===== config.mk =====
export PLATFORM = sky130hd
export DESIGN_NAME = pixie_vram_arbiter
export DESIGN_NICKNAME = d
export VERILOG_FILES = /design/src/rtl/pixie_pkg.sv /design/src/rtl/pixie_wr_fifo.sv /design/src/rtl/pixie_vram_arbiter.sv
export SDC_FILE = /design/constraint.sdc
export NUM_CORES = 1
export LEC_CHECK = 0
export ABC_AREA = 1
export BUFFER_PORTS_ARGS = -buffer_cell sky130_fd_sc_hd__buf_2
export CORE_MARGIN = 1.5
export CORE_UTILIZATION = 28
export DETAILED_ROUTE_END_ITERATION = 10
export GPL_ROUTABILITY_DRIVEN = 1
export PLACE_DENSITY = 0.46
export SYNTH_ARGS = -nofsm -noshare
export SYNTH_HDL_FRONTEND = slang
export SYNTH_SLANG_ARGS = --single-unit

===== constraint.sdc =====
create_clock -name clk -period 2.8 [get_ports clk]
set_input_delay 0.14 -clock clk [delete_from_list [all_inputs] [get_ports clk]]
set_output_delay 0.14 -clock clk [all_outputs]
set_load 0.01 [all_outputs]

===== src/rtl/pixie_pkg.sv =====
// -----------------------------------------------------------------------------
// pixie_pkg
// Shared definitions for the pixie display-RAM arbiter slice.
//   PIXIE_ADDR_W / PIXIE_DATA_W : default RAM geometry (1 KB x 8)
//   grant_t                     : which requester owns the RAM this cycle
//   TAG_SCAN / TAG_HOST         : read-return routing tag values
// -----------------------------------------------------------------------------
package pixie_pkg;

  localparam int PIXIE_ADDR_W = 10;
  localparam int PIXIE_DATA_W = 8;

  typedef enum logic [1:0] {
    GNT_IDLE = 2'd0,
    GNT_WR   = 2'd1,
    GNT_SCAN = 2'd2,
    GNT_HOST = 2'd3
  } grant_t;

  // One tag bit travels alongside each read so the returning RAM byte can be
  // steered to the requester that issued it.
  localparam logic TAG_SCAN = 1'b0;
  localparam logic TAG_HOST = 1'b1;

endpackage


===== src/rtl/pixie_wr_fifo.sv =====
// -----------------------------------------------------------------------------
// pixie_wr_fifo
// Small synchronous FIFO buffering DMA capture writes until the arbiter can
// drain them into the display RAM.
//   clk, reset   : clock, asynchronous active-high reset (empties the FIFO)
//   push         : enqueue push_data this cycle (dropped when full and no pop)
//   push_data    : entry to enqueue ({addr, data})
//   pop          : dequeue head entry this cycle (ignored when empty)
//   head_data    : current head entry (combinational read)
//   full, empty  : fill status from registered occupancy
//   drop         : push arrived while full with no pop; the entry is lost
// Push and pop may coincide at any fill level; at full the pop frees the slot
// the push needs, so nothing is lost. There is no bypass path: a pushed entry
// is visible on head_data no earlier than the following cycle.
// -----------------------------------------------------------------------------
module pixie_wr_fifo #(
  parameter int DEPTH = 4,
  parameter int WIDTH = 18
) (
  input  logic             clk,
  input  logic             reset,
  input  logic             push,
  input  logic [WIDTH-1:0] push_data,
  input  logic             pop,
  output logic [WIDTH-1:0] head_data,
  output logic             full,
  output logic             empty,
  output logic             drop
);

  localparam int PTR_W = (DEPTH > 1) ? $clog2(DEPTH) : 1;
  localparam int CNT_W = PTR_W + 1;

  logic [WIDTH-1:0] mem [DEPTH];
  logic [PTR_W-1:0] wr_ptr_reg;
  logic [PTR_W-1:0] rd_ptr_reg;
  logic [CNT_W-1:0] count_reg;
  logic [CNT_W-1:0] count_next;

  logic pop_ok;
  logic push_ok;

  assign full  = (count_reg == CNT_W'(DEPTH));
  assign empty = (count_reg == '0);

  assign pop_ok  = pop && !empty;
  // At full, a same-cycle pop makes room for the incoming entry.
  assign push_ok = push && (!full || pop_ok);
  assign drop    = push && full && !pop_ok;

  assign head_data = mem[rd_ptr_reg];

  always_comb begin
    count_next = count_reg;
    case ({push_ok, pop_ok})
      2'b10:   count_next = count_reg + 1'b1;
      2'b01:   count_next = count_reg - 1'b1;
      default: count_next = count_reg;
    endcase
  end

  // Storage carries no reset; occupancy alone decides what is valid.
  always_ff @(posedge clk) begin
    if (push_ok) begin
      mem[wr_ptr_reg] <= push_data;
    end
  end

  // DEPTH is a power of two, so the pointers wrap by natural overflow.
  always_ff @(posedge clk or posedge reset) begin
    if (reset) begin
      wr_ptr_reg <= '0;
      rd_ptr_reg <= '0;
      count_reg  <= '0;
    end else begin
      if (push_ok) begin
        wr_ptr_reg <= wr_ptr_reg + 1'b1;
      end
      if (pop_ok) begin
        rd_ptr_reg <= rd_ptr_reg + 1'b1;
      end
      count_reg <= count_next;
    end
  end

endmodule


===== src/rtl/pixie_vram_arbiter.sv =====
// -----------------------------------------------------------------------------
// pixie_vram_arbiter
// Shares one single-port display RAM between DMA capture writes (buffered in
// pixie_wr_fifo), video scan-out reads and a host/debug port; one access per
// clock.
//
// Ports
//   clk, reset            : clock, asynchronous active-high reset
//   wr_req/addr/data      : DMA byte strobe into the write FIFO
//   wr_overflow, ovf_clr  : sticky "DMA byte dropped" flag and its clear
//   scan_req/addr         : scan-out read request (held until scan_ack)
//   scan_ack              : scan request granted this cycle
//   scan_rvalid/rdata     : scan read data, 2 cycles after scan_ack
//   host_req/we/addr/wdata: host read or write request (held until host_ack)
//   host_ack              : host request granted this cycle
//   host_rvalid/rdata     : host read data, 2 cycles after host_ack
//   ram_en/we/addr/wdata  : registered RAM command, one cycle after the grant
//   ram_rdata             : RAM read data, one cycle after a read access
//
// Optional build macro PIXIE_VRAM_STATS_EN adds:
//   drop_count[7:0] : saturating count of dropped DMA bytes, cleared by ovf_clr
//   scan_stall[7:0] : saturating count of cycles scan_req waited unacked
//
// Grant priority each cycle: full FIFO drain, starved host, scan, FIFO drain,
// host, idle. The grant is combinational (acks answer the held request in the
// same cycle) and the resulting RAM command is registered.
// -----------------------------------------------------------------------------
module pixie_vram_arbiter
  import pixie_pkg::*;
#(
  parameter int ADDR_W        = PIXIE_ADDR_W,
  parameter int DATA_W        = PIXIE_DATA_W,
  parameter int WFIFO_DEPTH   = 4,
  parameter int HOST_MAX_WAIT = 15
) (
  input  logic              clk,
  input  logic              reset,
  input  logic              wr_req,
  input  logic [ADDR_W-1:0] wr_addr,
  input  logic [DATA_W-1:0] wr_data,
  output logic              wr_overflow,
  input  logic              ovf_clr,
  input  logic              scan_req,
  input  logic [ADDR_W-1:0] scan_addr,
  output logic              scan_ack,
  output logic              scan_rvalid,
  output logic [DATA_W-1:0] scan_rdata,
  input  logic              host_req,
  input  logic              host_we,
  input  logic [ADDR_W-1:0] host_addr,
  input  logic [DATA_W-1:0] host_wdata,
  output logic              host_ack,
  output logic              host_rvalid,
  output logic [DATA_W-1:0] host_rdata,
  output logic              ram_en,
  output logic              ram_we,
  output logic [ADDR_W-1:0] ram_addr,
  output logic [DATA_W-1:0] ram_wdata,
  input  logic [DATA_W-1:0] ram_rdata
`ifdef PIXIE_VRAM_STATS_EN
  ,
  output logic [7:0]        drop_count,
  output logic [7:0]        scan_stall
`endif
);

  localparam int ENTRY_W = ADDR_W + DATA_W;
  localparam int WAIT_W  = $clog2(HOST_MAX_WAIT + 1);

  // ---------------------------------------------------------------------------
  // Write FIFO
  // ---------------------------------------------------------------------------
  logic               fifo_full;
  logic               fifo_empty;
  logic               fifo_drop;
  logic               fifo_pop;
  logic [ENTRY_W-1:0] fifo_head;

  pixie_wr_fifo #(
    .DEPTH (WFIFO_DEPTH),
    .WIDTH (ENTRY_W)
  ) u_wr_fifo (
    .clk       (clk),
    .reset     (reset),
    .push      (wr_req),
    .push_data ({wr_addr, wr_data}),
    .pop       (fifo_pop),
    .head_data (fifo_head),
    .full      (fifo_full),
    .empty     (fifo_empty),
    .drop      (fifo_drop)
  );

  // ---------------------------------------------------------------------------
  // Grant selection
  // ---------------------------------------------------------------------------
  grant_t            grant;
  logic [WAIT_W-1:0] wait_cnt_reg;
  logic              host_starved;

  assign host_starved = (wait_cnt_reg == WAIT_W'(HOST_MAX_WAIT));

  always_comb begin
    grant = GNT_IDLE;
    // Acks are combinational, so hold them low while reset is asserted to
    // keep every output quiet during reset.
    if (reset) begin
      grant = GNT_IDLE;
    end else if (fifo_full) begin
      grant = GNT_WR;
    end else if (host_req && host_starved) begin
      grant = GNT_HOST;
    end else if (scan_req) begin
      grant = GNT_SCAN;
    end else if (!fifo_empty) begin
      grant = GNT_WR;
    end else if (host_req) begin
      grant = GNT_HOST;
    end else begin
      grant = GNT_IDLE;
    end
  end

  assign fifo_pop = (grant == GNT_WR);
  assign scan_ack = (grant == GNT_SCAN);
  assign host_ack = (grant == GNT_HOST);

  // Host wait counter: counts denied cycles of a pending host request and
  // saturates at the forcing threshold.
  always_ff @(posedge clk or posedge reset) begin
    if (reset) begin
      wait_cnt_reg <= '0;
    end else if (host_req && !host_ack) begin
      if (!host_starved) begin
        wait_cnt_reg <= wait_cnt_reg + 1'b1;
      end
    end else begin
      wait_cnt_reg <= '0;
    end
  end

  // ---------------------------------------------------------------------------
  // Registered RAM command
  // ---------------------------------------------------------------------------
  always_ff @(posedge clk or posedge reset) begin
    if (reset) begin
      ram_en    <= 1'b0;
      ram_we    <= 1'b0;
      ram_addr  <= '0;
      ram_wdata <= '0;
    end else begin
      ram_en <= (grant != GNT_IDLE);
      unique case (grant)
        GNT_WR: begin
          ram_we    <= 1'b1;
          ram_addr  <= fifo_head[ENTRY_W-1:DATA_W];
          ram_wdata <= fifo_head[DATA_W-1:0];
        end
        GNT_SCAN: begin
          ram_we    <= 1'b0;
          ram_addr  <= scan_addr;
          ram_wdata <= '0;
        end
        GNT_HOST: begin
          ram_we    <= host_we;
          ram_addr  <= host_addr;
          ram_wdata <= host_we ? host_wdata : '0;
        end
        default: begin
          ram_we    <= 1'b0;
          ram_addr  <= '0;
          ram_wdata <= '0;
        end
      endcase
    end
  end

  // ---------------------------------------------------------------------------
  // Read-return tag pipeline
  // Stage 1 lines up with the RAM access cycle, stage 2 with the cycle the RAM
  // presents ram_rdata. Reset flushes both stages so an abandoned read never
  // produces an rvalid.
  // ---------------------------------------------------------------------------
  logic tag1_valid_reg;
  logic tag1_tag_reg;
  logic tag2_valid_reg;
  logic tag2_tag_reg;

  always_ff @(posedge clk or posedge reset) begin
    if (reset) begin
      tag1_valid_reg <= 1'b0;
      tag1_tag_reg   <= TAG_SCAN;
      tag2_valid_reg <= 1'b0;
      tag2_tag_reg   <= TAG_SCAN;
    end else begin
      tag1_valid_reg <= (grant == GNT_SCAN) || ((grant == GNT_HOST) && !host_we);
      tag1_tag_reg   <= (grant == GNT_HOST) ? TAG_HOST : TAG_SCAN;
      tag2_valid_reg <= tag1_valid_reg;
      tag2_tag_reg   <= tag1_tag_reg;
    end
  end

  assign scan_rvalid = tag2_valid_reg && (tag2_tag_reg == TAG_SCAN);
  assign host_rvalid = tag2_valid_reg && (tag2_tag_reg == TAG_HOST);

  // Gate the raw RAM data so each port only sees bytes that belong to it.
  assign scan_rdata = scan_rvalid ? ram_rdata : '0;
  assign host_rdata = host_rvalid ? ram_rdata : '0;

  // ---------------------------------------------------------------------------
  // Sticky overflow flag: a drop in the same cycle as ovf_clr keeps it set.
  // ---------------------------------------------------------------------------
  always_ff @(posedge clk or posedge reset) begin
    if (reset) begin
      wr_overflow <= 1'b0;
    end else if (fifo_drop) begin
      wr_overflow <= 1'b1;
    end else if (ovf_clr) begin
      wr_overflow <= 1'b0;
    end
  end

`ifdef PIXIE_VRAM_STATS_EN
  // ---------------------------------------------------------------------------
  // Statistics counters
  // ---------------------------------------------------------------------------
  logic [7:0] drop_count_reg;
  logic [7:0] scan_stall_reg;

  always_ff @(posedge clk or posedge reset) begin
    if (reset) begin
      drop_count_reg <= '0;
    end else if (ovf_clr) begin
      // The clear happens first; a coincident drop is counted afterwards.
      drop_count_reg <= {7'd0, fifo_drop};
    end else if (fifo_drop && (drop_count_reg != 8'hFF)) begin
      drop_count_reg <= drop_count_reg + 1'b1;
    end
  end

  always_ff @(posedge clk or posedge reset) begin
    if (reset) begin
      scan_stall_reg <= '0;
    end else if (scan_req && !scan_ack && (scan_stall_reg != 8'hFF)) begin
      scan_stall_reg <= scan_stall_reg + 1'b1;
    end
  end

  assign drop_count = drop_count_reg;
  assign scan_stall = scan_stall_reg;
`endif

endmodule


==> out/results.ini <==
[outcome]
outcome = finished, final reports clean

[timing]
setup_viol = 0
fin_tns_setup_ps = 0
hold_viol = 0
max-slew-margin-rel_pct = 54.68
period_share_pct = 90.44
tightest_slew_ps = 677.3
finClkSkew_ps = 10.59
final-max-slew-violation-count = 0
layout_min_cycle_time_ps = 2532
rsz0062_at_grt = false
fmax_mhz = 394.9

[final_layout]
diodes = 0
syn_to_final_growth_pct = 22.52
regArea_mm2 = 0.003063
fillCellCount = 1642
layout_common_cells = 101 x buf_2, 78 x nand2_1, 72 x edfxtp_1
biggestRegsByFlops = u_wr_fifo.mem: 72 flops, ram_addr: 10 flops, ram_wdata: 8 flops
largest_register = u_wr_fifo.mem
final_nets = 598
layout-drive-gt1-share_pct = 25.79
final_common_cell = buf_2
largest_reg_flops = 72
multi_input_area_mm2 = 0.001291

[floorplanning]
io-pin-count = 102
core-area_mm2 = 0.01600
fp-row-count = 46
die-area_mm2 = 0.01724
fp.dieW_um = 131.3
start_util_pct = 28.82
die_h_um = 131.3

[detailed_routing]
wirelength_mm = 10.89
vias_per_cell = 4.330
drtAntennaViolNets = 0
wire_per_inst_um = 14.50
drc_errors = 0
drt_iter0_drc = 192
vias = 3252
first_pass_iters = 4

[critical_path]
worstSetupPathType = reg2out
crit_path_frequent_cell = nor2_1
slowest_delay_ps = 570
cp_slowest_cell = nor2_1
setup.worst_path.start = wait_cnt_reg[0]
r2r_slack_ps = 320
cp_data_required_time_ps = 2660
timing.rr.start = wait_cnt_reg[0]
rr_worst_depth = 12
cp-end-kind = output pin
rr_endpoint = u_wr_fifo.count_reg[2]
cp.arrival_ps = 2390
cp-endpoint = scan_ack
cp-start-kind = flop
worstPathCellList = ha_1 > nand3_2 > nor2_1 > nor2_2 > nand2_2 > buf_4 > nor2_1 > buf_2
crit_fanout = 31

[yosys]
synthDistinctLibCells = 28
synth_edf_count = 72
ys_ff_latch = 108
syn_nets = 496
synth_area_per_cell_um2 = 10.77
synth_area_mm2 = 0.004611
synthArstFlopShare_pct = 33.33
netlist_instances = 428
dominantRegCellSynth = edfxtp_1
ys_seq_area_share_pct = 66.43
yosysWarnings = 0

[clocking]
cts_tree = done
postCtsSetupRepairBufs = 0
cts_buffer_depth = 2
h-tree-depth = 3
cts-resized-gates = 0
cts_buffers = 9
cts_sinks = 108
insertion_delay_ps = 350
clockRootBuffer = clkbuf_16
clkTransAtPathRegs_ps = 70

[power_and_ir_drop]
p_leak_nw = 2.540
internal_power_mw = 3.242
combPwrFrac_pct = 32.0
cellPowerDensity_mw_per_mm2 = 888.0
power_mw = 5.017
switchingPower_mw = 1.774
switching_share_pct = 35.37
clkPwrFrac_pct = 23.1
seqPwrFrac_pct = 44.9
vdd_ir_drop_max_mv = 0.4357

[place]
gp_congestion = 0.8575
dpl.hpwl_mm = 7.684
numPortBuffers = 101

[global_route]
grt_pass1_wl_mm = 17.46
grt_max_degree = 47
grt_pass1_vias = 3388
grt_overflow = 0
antenna_found_initial = 1
grt_usage_pct = 12.90

[min_path]
hold_class = in2reg

[job]
cap_violations = 0

what timing repair did:
action,4_1_cts,5_1_grt
hold buffers,1,0
endpoints found under the setup margin,0,0
hold endpoints to repair,1,0
power groups by stage:
| stage | registers [mW] | clock network, mW | logic [mW] |
|---|---|---|---|
| 2_1_floorplan | 2.29 | 0 | 1.04 |
| 3_3_place_gp | 2.28 | 0 | 1.62 |
| 3_5_place_dp | 2.29 | 0 | 1.64 |
| 4_1_cts | 2.26 | 1.19 | 1.64 |
| 5_1_grt | 2.29 | 1.25 | 1.83 |
| 6_report | 2.25 | 1.16 | 1.61 |
logic make-up after synthesis:
logic type	Yosys count	synth area share (%)
AOI/OAI and AO/OA	51	5.970
xor gates and xnor gates	5	0.9500
adders and majority gates	7	2.062
buffers and inverters	62	5.563
DFF	108	66.43
muxes	1	0.2442
and+or+nand+nor	194	18.78
worst max-delay path, delay by kind of cell, from the launching register on:
family | cells | cell delay, ps
AND/OR/NAND/NOR | 5 | 910
buffers and inverters | 2 | 480
flip-flops | 1 | 410
adder cells (fa/ha/maj) | 1 | 250
per-stage QoR:
step                worst slack (ps)  utilization [%]  area [um2]  cells  hold slack, ps
floorplan                      509.0                -        4611    428           238.9
global placement               394.1            33.57        5371    734           338.5
detailed placement             322.9            33.57        5371    734           336.2
CTS                            225.0            35.31        5649    751           1.497
global route                   15.58            35.31        5649    751           1.416
finish                         267.8            35.31        5649    751           8.774
cell usage after synthesis (all sizes together), types with 2 or more instances:
| master | n | area [um2] |
|---|---|---|
| nand2 | 81 | 311.5 |
| edfxtp | 72 | 2162 |
| nor2 | 66 | 260.3 |
| inv | 41 | 153.9 |
| dfrtp | 36 | 900.9 |
| o21ai | 33 | 165.1 |
| nand4 | 29 | 181.4 |
| nand3 | 16 | 90.09 |
| clkbuf | 11 | 41.29 |
| buf | 10 | 61.30 |
| o22ai | 8 | 50.05 |
| a21oi | 6 | 30.03 |
| ha | 6 | 75.07 |
| o211ai | 4 | 30.03 |
| xor2 | 3 | 26.28 |
| xnor2 | 2 | 17.52 |
metal layers:
| layer | vias up | GRT usage [%] | share of wire, % |
|---|---|---|---|
| li1 | 1653 | - | - |
| met1 | 1488 | 15.84 | 45 |
| met2 | 93 | 21.96 | 47 |
| met3 | 16 | 3.472 | 5.4 |
| met4 | 2 | 4.383 | 2.0 |
| met5 | - | 0 | 0.12 |
final cells by class:
class,instances,area share (%)
flip-flops and latches,108,54.22
multi-input cells,258,22.86
repair buffers,112,10.68
well taps,216,4.784
clock buffers,10,4.053
inverters,41,2.724
clock inverters,6,0.6866
how the worst min path moves through the flow:
stage / start / slack, ps / depth (start not counted) / end
floorplan: wr_data[0] / 240 / 0 / u_wr_fifo.mem[0][0]
global route: wr_addr[0] / 1 / 1 / u_wr_fifo.mem[2][8]
detailed placement: tag1_tag_reg / 340 / 0 / tag2_tag_reg
finish: wr_addr[0] / 9 / 1 / u_wr_fifo.mem[0][8]
global placement: tag1_tag_reg / 340 / 0 / tag2_tag_reg
CTS: wr_addr[0] / 1 / 1 / u_wr_fifo.mem[3][8]
Note: power is estimated with default switching activity, not from simulation.
